==> config.mk <==
export PLATFORM = sky130hd
export DESIGN_NAME = ingress_requester
export DESIGN_NICKNAME = d
export VERILOG_FILES = /design/src/rtl/ingress_requester.sv
export SDC_FILE = /design/constraint.sdc
export NUM_CORES = 1
export LEC_CHECK = 0
export BUFFER_PORTS_ARGS = -buffer_cell sky130_fd_sc_hd__buf_2
export CAP_MARGIN = 20
export CORE_UTILIZATION = 40
export CTS_CLUSTER_DIAMETER = 60
export DETAILED_ROUTE_END_ITERATION = 7
export PLACE_DENSITY_LB_ADDON = 0.15
export SLEW_MARGIN = 20
export SYNTH_ARGS = -nofsm -noshare
export SYNTH_HDL_FRONTEND = slang
export SYNTH_SLANG_ARGS = --single-unit
export TNS_END_PERCENT = 20
==> constraint.sdc <==
create_clock -name clk -period 4.3 [get_ports clk]
set_input_delay 0.86 -clock clk [delete_from_list [all_inputs] [get_ports clk]]
set_output_delay 0.86 -clock clk [all_outputs]
set_load 0.02 [all_outputs]
==> src/rtl/ingress_requester.sv <==
// Store-and-forward ingress buffer for one switch input port: buffers complete
// packets and requests the output arbiter with the head packet's destination mask.
module ingress_requester #(
    parameter int DATA_WIDTH = 8,
    parameter int ADDR_WIDTH = 4,
    parameter int FIFO_DEPTH = 16,
    parameter int PKT_SLOTS  = 4
) (
    input  logic                  clk,
    input  logic                  rst_n,
    input  logic                  in_valid,
    output logic                  in_ready,
    input  logic [DATA_WIDTH-1:0] in_data,
    input  logic                  in_sop,
    input  logic                  in_eop,
    input  logic [ADDR_WIDTH-1:0] in_dst,
    output logic                  port_req,
    output logic [ADDR_WIDTH-1:0] port_dst,
    input  logic                  grant,
    output logic                  tx_valid,
    output logic [DATA_WIDTH-1:0] tx_data,
    output logic                  tx_eop,
    output logic [7:0]            drop_cnt,
    output logic [7:0]            wait_cnt
);

    localparam int WA = $clog2(FIFO_DEPTH);
    localparam int DA = $clog2(PKT_SLOTS);
    localparam logic [WA:0] W_ONE = {{WA{1'b0}}, 1'b1};
    localparam logic [DA:0] D_ONE = {{DA{1'b0}}, 1'b1};

    typedef enum logic [1:0] {
        ST_IDLE = 2'd0,
        ST_REQ  = 2'd1,
        ST_XFER = 2'd2,
        ST_DROP = 2'd3
    } state_t;

    logic [DATA_WIDTH:0]   r_word_mem [FIFO_DEPTH];
    logic [ADDR_WIDTH-1:0] r_dst_mem  [PKT_SLOTS];
    logic [WA:0]           r_wwr_ptr, r_wrd_ptr;
    logic [DA:0]           r_dwr_ptr, r_drd_ptr;
    logic [DA:0]           r_pkt_count;
    state_t                r_state, w_state_nxt;
    logic                  r_port_req;
    logic [ADDR_WIDTH-1:0] r_port_dst;
    logic [7:0]            r_drop_cnt, r_wait_cnt;

    logic                  w_word_full, w_dst_full, w_fire;
    logic                  w_pop, w_tx_valid, w_eop_pop, w_req_nxt;
    logic [DATA_WIDTH:0]   w_head_word;
    logic [ADDR_WIDTH-1:0] w_dst_head;

    // Full when pointers match except for the extra wrap bit.
    assign w_word_full = (r_wwr_ptr[WA] != r_wrd_ptr[WA]) && (r_wwr_ptr[WA-1:0] == r_wrd_ptr[WA-1:0]);
    assign w_dst_full  = (r_dwr_ptr[DA] != r_drd_ptr[DA]) && (r_dwr_ptr[DA-1:0] == r_drd_ptr[DA-1:0]);
    assign in_ready    = !w_word_full && !(in_sop && w_dst_full);
    assign w_fire      = in_valid && in_ready;
    assign w_head_word = r_word_mem[r_wrd_ptr[WA-1:0]];
    assign w_dst_head  = r_dst_mem[r_drd_ptr[DA-1:0]];
    assign w_eop_pop   = w_pop && w_head_word[DATA_WIDTH];

    // Buffer storage writes; contents are qualified by the pointers only.
    always_ff @(posedge clk) begin
        if (w_fire) begin
            r_word_mem[r_wwr_ptr[WA-1:0]] <= {in_eop, in_data};
        end
        if (w_fire && in_sop) begin
            r_dst_mem[r_dwr_ptr[DA-1:0]] <= in_dst;
        end
    end

    // FIFO pointers and completed-packet count.
    always_ff @(posedge clk or negedge rst_n) begin
        if (!rst_n) begin
            r_wwr_ptr   <= '0;
            r_wrd_ptr   <= '0;
            r_dwr_ptr   <= '0;
            r_drd_ptr   <= '0;
            r_pkt_count <= '0;
        end else begin
            if (w_fire)            r_wwr_ptr <= r_wwr_ptr + W_ONE;
            if (w_pop)             r_wrd_ptr <= r_wrd_ptr + W_ONE;
            if (w_fire && in_sop)  r_dwr_ptr <= r_dwr_ptr + D_ONE;
            if (w_eop_pop)         r_drd_ptr <= r_drd_ptr + D_ONE;
            case ({w_fire && in_eop, w_eop_pop})
                2'b10:   r_pkt_count <= r_pkt_count + D_ONE;
                2'b01:   r_pkt_count <= r_pkt_count - D_ONE;
                default: r_pkt_count <= r_pkt_count;
            endcase
        end
    end

    // Next-state and pop/transfer decode.
    always_comb begin
        w_state_nxt = r_state;
        w_pop       = 1'b0;
        w_tx_valid  = 1'b0;
        case (r_state)
            ST_IDLE: begin
                if (r_pkt_count != '0) begin
                    w_state_nxt = (w_dst_head == '0) ? ST_DROP : ST_REQ;
                end else begin
                    w_state_nxt = ST_IDLE;
                end
            end
            ST_REQ, ST_XFER: begin
                if (grant) begin
                    w_pop       = 1'b1;
                    w_tx_valid  = 1'b1;
                    w_state_nxt = w_head_word[DATA_WIDTH] ? ST_IDLE : ST_XFER;
                end else begin
                    w_state_nxt = r_state;
                end
            end
            ST_DROP: begin
                w_pop       = 1'b1;
                w_state_nxt = w_head_word[DATA_WIDTH] ? ST_IDLE : ST_DROP;
            end
            default: begin
                w_state_nxt = ST_IDLE;
            end
        endcase
    end

    // The head mask cannot change on the edge entering or staying in REQ/XFER,
    // so sampling it alongside the next state keeps port_dst fully registered.
    assign w_req_nxt = (w_state_nxt == ST_REQ) || (w_state_nxt == ST_XFER);

    // State register and registered request outputs.
    always_ff @(posedge clk or negedge rst_n) begin
        if (!rst_n) begin
            r_state    <= ST_IDLE;
            r_port_req <= 1'b0;
            r_port_dst <= '0;
        end else begin
            r_state    <= w_state_nxt;
            r_port_req <= w_req_nxt;
            r_port_dst <= w_req_nxt ? w_dst_head : {ADDR_WIDTH{1'b0}};
        end
    end

    // Saturating drop and head-wait statistics.
    always_ff @(posedge clk or negedge rst_n) begin
        if (!rst_n) begin
            r_drop_cnt <= 8'd0;
            r_wait_cnt <= 8'd0;
        end else begin
            if (r_state == ST_DROP && w_eop_pop && r_drop_cnt != 8'hFF) begin
                r_drop_cnt <= r_drop_cnt + 8'd1;
            end
            if (w_eop_pop) begin
                r_wait_cnt <= 8'd0;
            end else if (r_state == ST_REQ && !grant && r_wait_cnt != 8'hFF) begin
                r_wait_cnt <= r_wait_cnt + 8'd1;
            end
        end
    end

    assign port_req = r_port_req;
    assign port_dst = r_port_dst;
    assign tx_valid = w_tx_valid;
    assign tx_data  = w_tx_valid ? w_head_word[DATA_WIDTH-1:0] : {DATA_WIDTH{1'b0}};
    assign tx_eop   = w_tx_valid && w_head_word[DATA_WIDTH];
    assign drop_cnt = r_drop_cnt;
    assign wait_cnt = r_wait_cnt;

endmodule

Yosys cells after proc, flatten, opt, wreduce, memory -nomap -nowiden
Memory sizes are Yosys's and may differ from the RTL's.
Index checks and enable logic that the tools add are counted.
{ "classes": {"addsub": 8, "multipliers": 0, "div": 0, "magnitude_cmp": 0, "n_eq_ne": 13, "shifts": 0, "n_mux": 18, "bitwise": 0, "reduce_logical": 23} }
{ "ops": {"columns": ["operator", "n"], "rows": [
  ["8-bit two-way mux", 3],
  ["8-bit by 1-bit adder with 8-bit output, second input constant", 2],
  ["8-bit != test, second input constant", 2],
  ["1-bit logical AND", 13],
  ["5-bit by 1-bit adder with 5-bit output, second input constant", 2],
  ["2-bit two-way mux", 5],
  ["3-bit by 1-bit adder with 3-bit output, second input constant", 3],
  ["2-bit == test, second input constant", 4],
  ["2-bit by 1-bit == test with 1-bit output, second input constant", 3],
  ["1-bit two-way mux", 6],
  ["2-bit one-hot mux with 3 select lines", 1],
  ["3-bit one-hot mux with 2 select lines", 1],
  ["4-bit == test", 1],
  ["4-bit logical NOT", 1],
  ["4-bit two-way mux", 1],
  ["2-bit nonzero test", 2],
  ["1-bit logical NOT", 3],
  ["3-bit nonzero test", 1],
  ["3-bit by 1-bit subtractor with 3-bit output, second input constant", 1],
  ["2-bit == test", 1],
  ["2-bit logical NOT", 1],
  ["1-bit != test", 2],
  ["1-bit one-hot mux with 2 select lines", 1],
  ["2-bit OR reduction", 1],
  ["1-bit logical OR", 1]
]} }
{ "word_totals": {"regBits": 42, "latch_bits": 0, "mem_bits_rw": 160, "mem_bits_ro": 0, "input_bits": 18, "output_inout_bits": 32, "word_cells": 74, "n_memories": 2} }
{ "mem_list": {"columns": ["memory", "depth", "word_bits", "rd", "rd_clocked_by_memory_dff", "wr", "line", "rtl"], "rows": [
  ["r_word_mem", 16, 9, 1, 0, 1, "39", "logic [DATA_WIDTH:0] r_word_mem [FIFO_DEPTH];"],
  ["r_dst_mem", 4, 4, 1, 0, 1, "40", "logic [ADDR_WIDTH-1:0] r_dst_mem [PKT_SLOTS];"]
]} }

Logic depth before layout (Yosys ltp)
{ "logic_depth": {"ltp_word": 9, "ltp_mapped": 13, "ltp_nobuf": 10} }

Least setup slack after synthesis
Ideal clock, no wire load.
{ "synth_path": {"path_type": "reg-to-output", "from": "register r_wrd_ptr[0]", "to": "output tx_data[7]", "t_arrival_ns": 1.971, "required_ns": 3.440, "setup_slack_ns": 1.469, "stages_incl_launch_ff": 6, "cell_sequence": "dfrtp_1 buf_4 buf_4 mux4_2 mux4_2 and2_1"} }
{ "synth_between": {"elab_chain_len": 2} }
{ "synth_rtl": {"columns": ["item", "line", "rtl"], "rows": [
  ["start: declaration", "41", "logic [WA:0] r_wwr_ptr, r_wrd_ptr;"],
  ["start signal: assignment", "83", "if (w_pop) r_wrd_ptr <= r_wrd_ptr + W_ONE;"],
  ["memory 16 x 9 bit", null, null],
  ["8-bit two-way mux", "163", "assign tx_data = w_tx_valid ? w_head_word[DATA_WIDTH-1:0] : {DATA_WIDTH{1'b0}};"],
  ["end: declaration", "21", "output logic [DATA_WIDTH-1:0] tx_data,"]
]} }
Every way passes these cells.

Final worst setup path
{ "layout_path": {"from": "register r_wrd_ptr[1]", "to": "output tx_eop"} }
{ "layout_between": {"elab_chain_len": 2} }
{ "layout_rtl": {"columns": ["item", "line", "rtl"], "rows": [
  ["memory 16 x 9 bit", null, null],
  ["1-bit logical AND", "164", "assign tx_eop = w_tx_valid && w_head_word[DATA_WIDTH];"],
  ["end: declaration", "22", "output logic tx_eop,"]
]} }
Every way passes these cells.

==> run_results.csv <==
group,metric,value,unit
critical_path,critPathLaunchType,"register",
synthesis,synth.top_cell.area_share,57.0,%
outcome,status,"complete, no violations",
sta,period_needed,3.78,ns
critical_path,crit_path_max_fanout,13,
final_layout,multiInputGateArea,2420,sq um
place,place_inst,774,
clock_tree,cts_root_buf,"clkbuf_16",
final_layout,final_cell_area,9690,sq um
floorplanning,num_io_pins,50,
final_layout,drive_gt1_share,27.0,%
power,power_frac_seq,42.2,%
global_routing,grt_pass1_wl,26200,microns
power,p_sw,2000,uW
power,p_int,4390,uW
synthesis,synth.distinct_cells,44,
floorplanning,die_x,147,microns
global_routing,grt_use_total,16.3,%
synthesis,synthCells,463,
clock_tree,path_clk_slew,0.06,ns
floorplanning,start_util,41.3,%
critical_path,cp.required,3.44,ns
drt,via_per_inst,5.19,
synthesis,synth_nets,498,
synthesis,ys_warn_count,0,
drt,ant_nets,0,
clock_tree,cts_setup_buffers,0,
sta,setup_viol,0,
sta,worst_slack,0.517,ns
sta,fmax,264,MHz
sta,max_slew.worst_pin.slew,0.793,ns
global_routing,grt_max_degree,43,
final_layout,nNetsFinal,563,
sta,report.final.slew_viol_count,0,
clock_tree,cts_buffers,22,
clock_tree,clk_latency,0.50,ns
sta,relSlewSlack,47.1,%
power,p_leak,0.00358,uW
clock_tree,cts.sinks,202,
clock_tree,cts_resized,0,
synthesis,synth.avg_cell_area,18.2,sq um
clock_tree,cts_buffer_depth,3,
final_layout,regArea,5860,sq um
drt,num_vias,4237,
min_path,hp-class,"primary input to asynchronous set/reset pin",
critical_path,rrSetupSlack,1.09,ns
floorplanning,rows,52,
sta,fin_crit_sh,88.0,%
drt,drt_wl_total,16900,microns
power,comb_power_share,30.4,%
place,hpwl,10700,microns
synthesis,synth-seq-cells,202,
final_layout,n_fill_cell,1751,
drt,route.detailed.drc,0,
place,pre_cts_ws,1.01,ns
sta,clock_skew,0.0133,ns
synthesis,synth_area,8430,sq um
global_routing,antenna_found_initial,2,
critical_path,arrival,2.92,ns
power,power.share.clock,27.4,%
drt,detail_route.wl_per_cell,20.7,microns
place,placed_cell_area,9000,sq um
global_routing,grt_pass1_vias,4381,
floorplanning,coreArea,20400,sq um
critical_path,end_kind,"primary output",
clock_tree,hold_buffers,0,
clock_tree,h-tree-depth,1,
final_layout,final_cells,816,
global_routing,grt_overflow_total,0,
critical_path,path_cells,"buf_4 > mux4_1 > o22ai_1 > o22a_1 > nor2_1 > buf_2",
critical_path,crit_slowest_cell,"mux4_1",
critical_path,criticalPathCategory,"register to primary output",
clock_tree,cts_tree,"done",
synthesis,ys_seq_area_share,69.4,%
final_layout,syn2layout_area_growth,14.9,%
sta,finalSetupTns,0,ns
power,netSwitchingFraction,31.2,%
synthesis,synthTopCellsByArea,"edfxtp_1 57%, dfrtp_1 12%, mux4_2 12%, ha_1 2.4%, xor2_1 2.2%",
synthesis,synth_top_cell_by_area,"edfxtp_1",
drt,firstDrtPassIters,4,
floorplanning,die_h,147,microns
place,port_buffers,49,
sta,final-hold-violation-count,0,
sta,rsz0062_at_grt,"false",
critical_path,ff2ff_path_depth,11,
place,gp_congestion,0.731,
power,vdd_drop_max,0.298,mV
floorplanning,die_area,21700,sq um
power,powerDensity,660,nW/um^2
critical_path,slowest_delay,0.58,ns
job,cap_viol_max_count,0,
drt,first_iter_violations,310,
-- synthesized netlist by cell type --
cell type and number:
o21ai_1 2, o31a_1 2, o311a_1 1, xor2_1 21
and3_1 17, a22o_1 1, mux2i_1 7, mux2_2 6
o21ai_0 4, o22a_1 1, buf_6 1, inv_1 13
o211ai_1 1, nor3_1 6, nor3b_1 2, edfxtp_1 160
nor2b_1 3, nand3b_1 1, buf_2 4, nor4b_2 1
nand2b_1 1, mux4_2 45, and2_1 9, dfrtp_1 42
nand3_1 10, buf_1 2, o221ai_2 1, o22ai_1 1
nand2_1 15, nor4_1 4, a21bo_2 4, mux4_1 2
nor2_1 14, buf_4 6, ha_1 16, fa_1 1
and3b_1 1, nor3_2 1, clkbuf_1 6, nand4_1 6
a21o_1 1, xnor2_1 16, a21oi_1 4, nor2_2 1
-- logic make-up (layout without fill, tap and decap cells) --
group | count (synthesis) | in the layout | share of synthesized area (%)
XOR/XNOR | 37 | 37 | 3.84
flip-flops | 202 | 202 | 69.4
other | 0 | 2 | 0
buffers and inverters | 32 | 113 | 1.84
multiplexers | 60 | 60 | 14.3
AND/OR/NAND/NOR | 92 | 92 | 5.95
AO/OA/AOI/OAI | 23 | 23 | 2.03
adder cells (fa/ha/maj) | 17 | 17 | 2.61
-- metrics by stage --
step / utilization, % / total power (uW) / hold WS, ns
3_3_place_gp: 44.1 / 4670 / 0.469
3_5_place_dp: 44.1 / 4720 / 0.470
4_1_cts: 47.4 / 6480 / 0.477
6_report: 47.4 / 6390 / 0.347
2_1_floorplan: - / 4170 / 0.443
5_1_grt: 47.4 / 6760 / 0.392
-- final cells by class --
cell class	count	share of cell area (%)
antenna	2	0.0517
clock buffer	29	6.17
clock inverter	11	0.775
inverter	13	0.504
multi-input combinational	229	25.0
sequential	202	60.5
tap	270	3.49
timing repair buffer	60	3.54
-- sequential cells by signal, summed over array words and instances (netlist names) --
signal       flops
wait_cnt         8
r_word_mem     144
r_pkt_count      3
r_dst_mem       16
drop_cnt         8
r_drd_ptr        3
r_state          2
r_wwr_ptr        5
port_dst         4
r_dwr_ptr        3
r_wrd_ptr        5
port_req         1
-- routing by layer --
layer	share of wire (%)	up-vias	global-route usage, %
met1	45	2182	23.6
met3	7.1	19	3.32
met2	47	90	25.0
met5	0	-	0
li1	-	1946	-
met4	1.6	0	5.00
-- placed cells by master (no fill, tap or decap), drive strengths merged, types with 10 or more instances in the layout --
cell	n
xnor2	16
edfxtp	160
mux4	47
xor2	21
clkbuf	29
buf	60
dfrtp	42
nand2	15
inv	14
ha	16
nor2	15
and3	17
nand3	10
-- power groups by stage --
| stage | clock network, uW | registers (uW) | logic, uW |
|---|---|---|---|
| global route | 1870 | 2740 | 2150 |
| floorplan | 0 | 2640 | 1530 |
| finish | 1750 | 2700 | 1940 |
| CTS | 1790 | 2710 | 1980 |
| global placement | 0 | 2730 | 1930 |
| detailed placement | 0 | 2750 | 1970 |
-- worst paths after layout --
| path | start | to |
|---|---|---|
| hold reg to reg | r_pkt_count[2]$_DFFE_PN0P_ | r_pkt_count[2]$_DFFE_PN0P_ |
| max in group asynchronous | rst_n | r_wrd_ptr[0]$_DFFE_PN0P_ |
| min in group clk | r_pkt_count[2]$_DFFE_PN0P_ | r_pkt_count[2]$_DFFE_PN0P_ |
| setup / recovery | r_wrd_ptr[1]$_DFFE_PN0P_ | tx_eop |
| setup reg to reg | r_wrd_ptr[1]$_DFFE_PN0P_ | r_pkt_count[2]$_DFFE_PN0P_ |
| hold / removal | rst_n | wait_cnt[5]$_DFFE_PN0P_ |
-- worst max-delay path: cells and delay by family, from the launching register on --
family	cells	cell delay [ns]
and+or+nand+nor	1	0.10
buffers and inverters	2	0.48
AOI/OAI and AO/OA	2	0.75
DFF	1	0.52
muxes	1	0.58
Note: power is estimated with default switching activity, not from simulation.
